**src/rtl/alu_share_arbiter.sv**
```systemverilog
// Round-robin arbiter that shares one 32-bit ALU among NUM_REQ requesters.
// Each operation runs IDLE (grant) -> EXEC (capture result) -> RESP (hold until accepted).
module alu_share_arbiter #(
    parameter int NUM_REQ = 4,
    parameter int IDX_W   = 2
) (
    input  logic                   clk,
    input  logic                   reset,
    input  logic [NUM_REQ-1:0]     req_valid,
    input  logic [32*NUM_REQ-1:0]  req_a,
    input  logic [32*NUM_REQ-1:0]  req_b,
    input  logic [3*NUM_REQ-1:0]   req_op,
    output logic [NUM_REQ-1:0]     req_ready,
    output logic [31:0]            alu_a,
    output logic [31:0]            alu_b,
    output logic [2:0]             alu_control,
    input  logic [31:0]            alu_result,
    output logic [NUM_REQ-1:0]     resp_valid,
    output logic [31:0]            resp_data,
    input  logic [NUM_REQ-1:0]     resp_ready,
    output logic                   busy
);

    typedef enum logic [1:0] {
        S_IDLE = 2'd0,
        S_EXEC = 2'd1,
        S_RESP = 2'd2
    } state_t;

    state_t               state_q, state_d;
    logic [IDX_W-1:0]     rr_ptr_q, rr_ptr_d;
    logic [IDX_W-1:0]     win_q, win_d;
    logic [31:0]          alu_a_q, alu_a_d;
    logic [31:0]          alu_b_q, alu_b_d;
    logic [2:0]           alu_ctl_q, alu_ctl_d;
    logic [NUM_REQ-1:0]   resp_valid_q, resp_valid_d;
    logic [31:0]          resp_data_q, resp_data_d;

    logic                 win_found;
    logic [IDX_W-1:0]     win_idx;

    // Search descends so the candidate closest to rr_ptr (k = 0) is assigned last and wins.
    always_comb begin
        int cand;
        cand      = 0;
        win_found = 1'b0;
        win_idx   = '0;
        for (int k = NUM_REQ - 1; k >= 0; k--) begin
            cand = int'(rr_ptr_q) + k;
            if (cand >= NUM_REQ) cand = cand - NUM_REQ;
            if (req_valid[cand]) begin
                win_found = 1'b1;
                win_idx   = IDX_W'(cand);
            end
        end
    end

    always_comb begin
        state_d      = state_q;
        rr_ptr_d     = rr_ptr_q;
        win_d        = win_q;
        alu_a_d      = alu_a_q;
        alu_b_d      = alu_b_q;
        alu_ctl_d    = alu_ctl_q;
        resp_valid_d = resp_valid_q;
        resp_data_d  = resp_data_q;
        req_ready    = '0;

        case (state_q)
            S_IDLE: begin
                if (win_found) begin
                    req_ready = NUM_REQ'(1) << win_idx;
                    alu_a_d   = req_a[32*win_idx +: 32];
                    alu_b_d   = req_b[32*win_idx +: 32];
                    alu_ctl_d = req_op[3*win_idx +: 3];
                    win_d     = win_idx;
                    rr_ptr_d  = (win_idx == IDX_W'(NUM_REQ - 1)) ? '0 : win_idx + 1'b1;
                    state_d   = S_EXEC;
                end
            end
            S_EXEC: begin
                resp_data_d  = alu_result;
                resp_valid_d = NUM_REQ'(1) << win_q;
                state_d      = S_RESP;
            end
            S_RESP: begin
                if (resp_ready[win_q]) begin
                    resp_valid_d = '0;
                    state_d      = S_IDLE;
                end
            end
            default: state_d = S_IDLE;
        endcase
    end

    always_ff @(posedge clk or posedge reset) begin
        if (reset) begin
            state_q      <= S_IDLE;
            rr_ptr_q     <= '0;
            win_q        <= '0;
            alu_a_q      <= '0;
            alu_b_q      <= '0;
            alu_ctl_q    <= 3'b000;
            resp_valid_q <= '0;
            resp_data_q  <= '0;
        end else begin
            state_q      <= state_d;
            rr_ptr_q     <= rr_ptr_d;
            win_q        <= win_d;
            alu_a_q      <= alu_a_d;
            alu_b_q      <= alu_b_d;
            alu_ctl_q    <= alu_ctl_d;
            resp_valid_q <= resp_valid_d;
            resp_data_q  <= resp_data_d;
        end
    end

    assign alu_a       = alu_a_q;
    assign alu_b       = alu_b_q;
    assign alu_control = alu_ctl_q;
    assign resp_valid  = resp_valid_q;
    assign resp_data   = resp_data_q;
    assign busy        = (state_q != S_IDLE);

endmodule
```
**config.mk**
```make
export PLATFORM = sky130hd
export DESIGN_NAME = alu_share_arbiter
export DESIGN_NICKNAME = d
export VERILOG_FILES = /design/src/rtl/alu_share_arbiter.sv
export SDC_FILE = /design/constraint.sdc
export NUM_CORES = 1
export LEC_CHECK = 0
export ABC_AREA = 1
export CORE_AREA = 2 2 162 164
export DETAILED_ROUTE_END_ITERATION = 8
export DIE_AREA = 0 0 164 166
export HOLD_SLACK_MARGIN = 0.06
export SYNTH_ARGS = -nofsm -noshare
export SYNTH_HDL_FRONTEND = slang
export SYNTH_SLANG_ARGS = --single-unit
```
**constraint.sdc**
```tcl
create_clock -name clk -period 6.1 [get_ports clk]
set_input_delay 0.915 -clock clk [delete_from_list [all_inputs] [get_ports clk]]
set_output_delay 0.915 -clock clk [all_outputs]
set_load 0.03 [all_outputs]
```
=== Yosys cells after proc, flatten, opt, wreduce, memory -nomap -nowiden ===
Index checks and enable logic that the tools add are counted.

* Flip-flop bits (word level): 109
* Input port bits: 310
* Memory bits (read-only): 0
* Word-level logic and storage cells: 76
* Output and inout bits: 108
* RAM bits: 0
* Latch bits: 0
* Memories: 0

* Multiply operators: 1
* Eq/ne operators: 5
* Div/mod/pow operators: 0
* Bitwise logic cells: 0
* Multiplexer cells: 34
* Shift operators: 5
* Magnitude comparators: 9
* $add $sub $neg: 8
* Reductions and logical operators: 6

{| class="wikitable"
|+ Operator list
! kind !! number
|-
| $shiftx 128x8->32 || 2
|-
| $lt 32x4->1 const B || 4
|-
| $mux 32 || 4
|-
| $mux 2 || 7
|-
| $mux 1 || 13
|-
| $mux 4 || 3
|-
| $shiftx 12x5->3 || 1
|-
| $sub 3x3->4 const B || 3
|-
| $bmux 1 s2 || 5
|-
| $ge 3x3->1 const B || 3
|-
| $pmux 4 s2 || 1
|-
| $shl 1x2->4 const A || 2
|-
| $add 2x2->3 const B || 2
|-
| $pmux 2 s3 || 1
|-
| $reduce_and 2->1 || 3
|-
| $eq 2x2->1 const B || 2
|-
| $mul 2x2->4 const A || 1
|-
| $ne 2x2->1 const B || 2
|-
| $reduce_bool 2->1 || 2
|-
| $sub 2x3->4 const B || 1
|-
| $add 2x1->3 const B || 1
|-
| $ge 2x3->1 const B || 1
|-
| $lt 2x3->1 const B || 1
|-
| $add 2x1->2 const B || 1
|-
| 2 further kinds || 2
|}

=== Depth between registers and ports, before layout ===
* Word-level depth: 13
* Gate-level depth with buffers: 14
* Depth with buffers taken out: 13

=== Worst setup path before layout ===
No wires, ideal clock.

* Kind: input to output
* From: input port req_valid[3]
* To: output port req_ready[3]
* Buffers on the path: 1
* Data arrival time: 2426 ps
* Setup slack: 2759 ps
* Data required time: 5185 ps
* Cell stages on the path: 12
* Cells stage by stage: inv_1 > o21ai_2 > nand2_1 > nand2_1 > inv_1 > nand2_1 > nand2_1 > inv_2 > clkbuf_1 > ha_1 > inv_1 > nor2_1

* Longest elaborated chain between the ends: 10
* Elaborated cells between the ends (all ways): 23
* Those cells by class: 1 x shift; 22 x mux

{| class="wikitable"
|+ Ends and longest elaborated chain
! element !! line !! RTL
|-
| start, declared || 9 || <nowiki>input logic [NUM_REQ-1:0] req_valid,</nowiki>
|-
| $bmux 1 s2 || 51 || <nowiki>if (req_valid[cand]) begin</nowiki>
|-
| $mux 1 (implied by the code) (2 in a row) || 51 ||
|-
| $mux 2 (4 in a row) || 51 ||
|-
| $shl 1x2->4 || 72 || <nowiki>req_ready = NUM_REQ'(1) << win_idx;</nowiki>
|-
| $mux 4 * || 71 || <nowiki>if (win_found) begin</nowiki>
|-
| $mux 4 * || 69 || <nowiki>case (state_q)</nowiki>
|-
| end, declared || 13 || <nowiki>output logic [NUM_REQ-1:0] req_ready,</nowiki>
|}

Every way passes the cells marked *; elsewhere a longest branch is shown, timed or not. The select of a mux whose other input is x is not followed.

=== Worst setup path in the final report ===
* From: input port req_valid[1]
* To: output port req_ready[3]

Same word-level chain as after synthesis.

==> out/metrics.cfg <==
[power]
p_per_area_mw_per_mm2=597
ir_drop_mv=0.665
power.leakage_nw=5.19
finalPower_mw=6.86

[setup_path]
critPathKind=in -> out
crit_path_frequent_cell=nand2_1
critPathCaptureType=output pin
rr_worst_depth=13
cp_cell_sequence=clkdlybuf4s50_1 > inv_1 > nand2_1 > nand3_1 > nand2_1 > nand3_2 > nand2_1 > nand2_4 > nand2_4 > ha_1 > inv_1 > nor2_1 > clkdlybuf4s50_1
slowest_delay_ps=700
crit_fanout=43
worstPathArrival_ps=3820
r2r-end=alu_b[24]$_DFFE_PP0P_
rrSetupSlack_ps=2630
slowest_stage=clkdlybuf4s50_1
start_kind=input port
crit_required_ps=5180
r2r_start=rr_ptr_q[0]$_DFFE_PP0P_

[clocking]
clock-sinks=109
numCtsBuffers=9
cts_setup_buffers=0
tritoncts=built
clock-root-buffer=clkbuf_16
cts_resized=0
htree_num_levels=3
postCtsHoldBufs=0
insertion_delay_ps=370
clk_pin_slew_ps=70
clk_path_buf_depth=2

[synthesis]
ys_types=29
yosysWarnings=0
avgSynthCellArea_sq_um=6.94
synth_area_sq_mm=0.00682
synth-seq-cells=109
yosysSeqAreaShare=0.400
syn-instance-count=982
syn_nets=1293

[final_layout]
syn2layout_area_growth_pct=68.4
final_util=0.448
layout.nets=1663
diodes=0
drive_gt1_frac=0.0671
stdcell_count=1692

[floorplanning]
core_sq_mm=0.0256
initial_core_util=0.266
die_area_sq_mm=0.0272
ios=418
core.rowCount=59
dieHeight_um=166
die_w_um=164

[timing]
slew_headroom=0.420
worstMarginPinSlew_ps=871
period_needed_ps=4730
clock-skew-final_ps=16.8
setup_viol=0
slew_violations=0
final_hold_viol_count=0
setup_tns_ps=0
timing.fmax_ghz=0.211
post-route-period-util=0.776
rsz0062_at_grt=no

[worst_hold_path]
hold_path_end=alu_b[22]$_DFFE_PP0P_
min_from=alu_b[22]$_DFFE_PP0P_
hold_depth=2
hp-class=reg -> reg

[global_route]
grt_pass1_wl_um=42100
gr-total-overflow=0
grtUsageTotal=0.198
grt_max_degree=79
first_global_vias=7606
antenna_found_initial=0

[detailed_routing]
drc_errors=0
dr.pass1.iters=6
dr.first_iter.drc_count=422
wl_per_cell_um=16.3
postRouteWirelength_um=27600
via_per_inst=4.60
vias=7790
ant_nets=0

[placement]
gp_congestion=0.838
detailed_place_hpwl_um=20100
dp.cells=1676
portBuffers=417

[job]
maxCapViolCount=0

[outcome]
status=finished, final reports clean

-- worst max path at each step --
stage,from,to,cells past startpoint
2_1_floorplan,reset,alu_a[0]$_DFFE_PP0P_,1
3_3_place_gp,req_valid[1],req_ready[3],13
3_5_place_dp,req_valid[1],req_ready[3],13
4_1_cts,req_valid[1],req_ready[3],13
5_1_grt,req_valid[3],req_ready[3],13
6_report,req_valid[1],req_ready[3],13
-- metal layers --
layer,vias to the layer above,GRT usage,wire length (um)
li1,3864,-,-
met1,3542,0.242,11300
met2,356,0.340,13000
met3,28,0.0574,2700
met4,0,0.0488,512
met5,-,0,0
-- report_power, final --
| group | total, mW | switching, mW | internal [mW] |
|---|---|---|---|
| clock | 0.632 | 0.331 | 0.302 |
| combinational | 4.91 | 3.11 | 1.79 |
| sequential | 1.32 | 0.203 | 1.12 |
-- critical path, delay by kind of cell --
family | cells | cell delay (ps)
and+or+nand+nor | 8 | 1380
buffers and inverters | 4 | 1250
adders and majority gates | 1 | 250
-- area by class of cell --
cell class | instances | area, sq um
tap | 335 | 419
timing repair buffer | 428 | 4270
inverter | 57 | 216
sequential | 109 | 2730
multi-input combinational | 747 | 3530
clock inverter | 7 | 88.8
clock buffer | 9 | 225
fill | 2593 | 14100
-- Yosys cell counts, drive strengths merged --
cell / number / area [sq um]
a21oi: 2 / 10.0
ha: 1 / 12.5
buf: 56 / 322
o31ai: 2 / 15.0
xnor2: 1 / 16.3
or2: 39 / 244
inv: 57 / 214
clkbuf: 13 / 51.3
nor2: 131 / 492
a31oi: 1 / 6.26
dfrtp: 109 / 2730
nand2: 299 / 1130
o21a: 1 / 7.51
o22ai: 1 / 6.26
a22oi: 1 / 7.51
o21ai: 5 / 28.8
nand3: 231 / 1170
mux2: 32 / 360
-- stage by stage --
step	setup slack (ps)	hold slack [ps]	instance area (sq um)
floorplan	2310	500	6820
global placement	1410	462	11200
detailed placement	1340	465	11200
CTS	1340	487	11500
global route	1130	508	11500
finish	1370	485	11500
-- sequential cells by signal, indices dropped and copies added, names as in the netlist --
name / cells
alu_a: 32
alu_b: 32
resp_data: 32
resp_valid: 4
alu_control: 3
rr_ptr_q: 2
state_q: 2
win_q: 2
-- kinds of logic after synthesis --
family,after synthesis,share of synthesized area
flops,109,0.400
mux,32,0.0529
xor+xnor,1,0.00239
fa+ha+maj,1,0.00184
buf+inv,126,0.0861
compound gates,13,0.0119
simple gates,700,0.445
-- cell usage in the layout (no fill, tap or decap), types with 2 or more instances in the layout --
cell type	n
a21oi_1	2
buf_4	11
clkbuf_16	9
clkdlybuf4s50_1	416
dfrtp_1	109
inv_1	52
inv_12	2
inv_2	4
inv_6	2
inv_8	2
mux2_2	32
nand2_1	296
nand2_4	2
nand3_1	229
nor2_1	129
nor2_4	2
o21ai_0	3
o31ai_1	2
or2_0	18
or2_1	4
or2_2	17
Note: power is estimated with default switching activity, not from simulation.
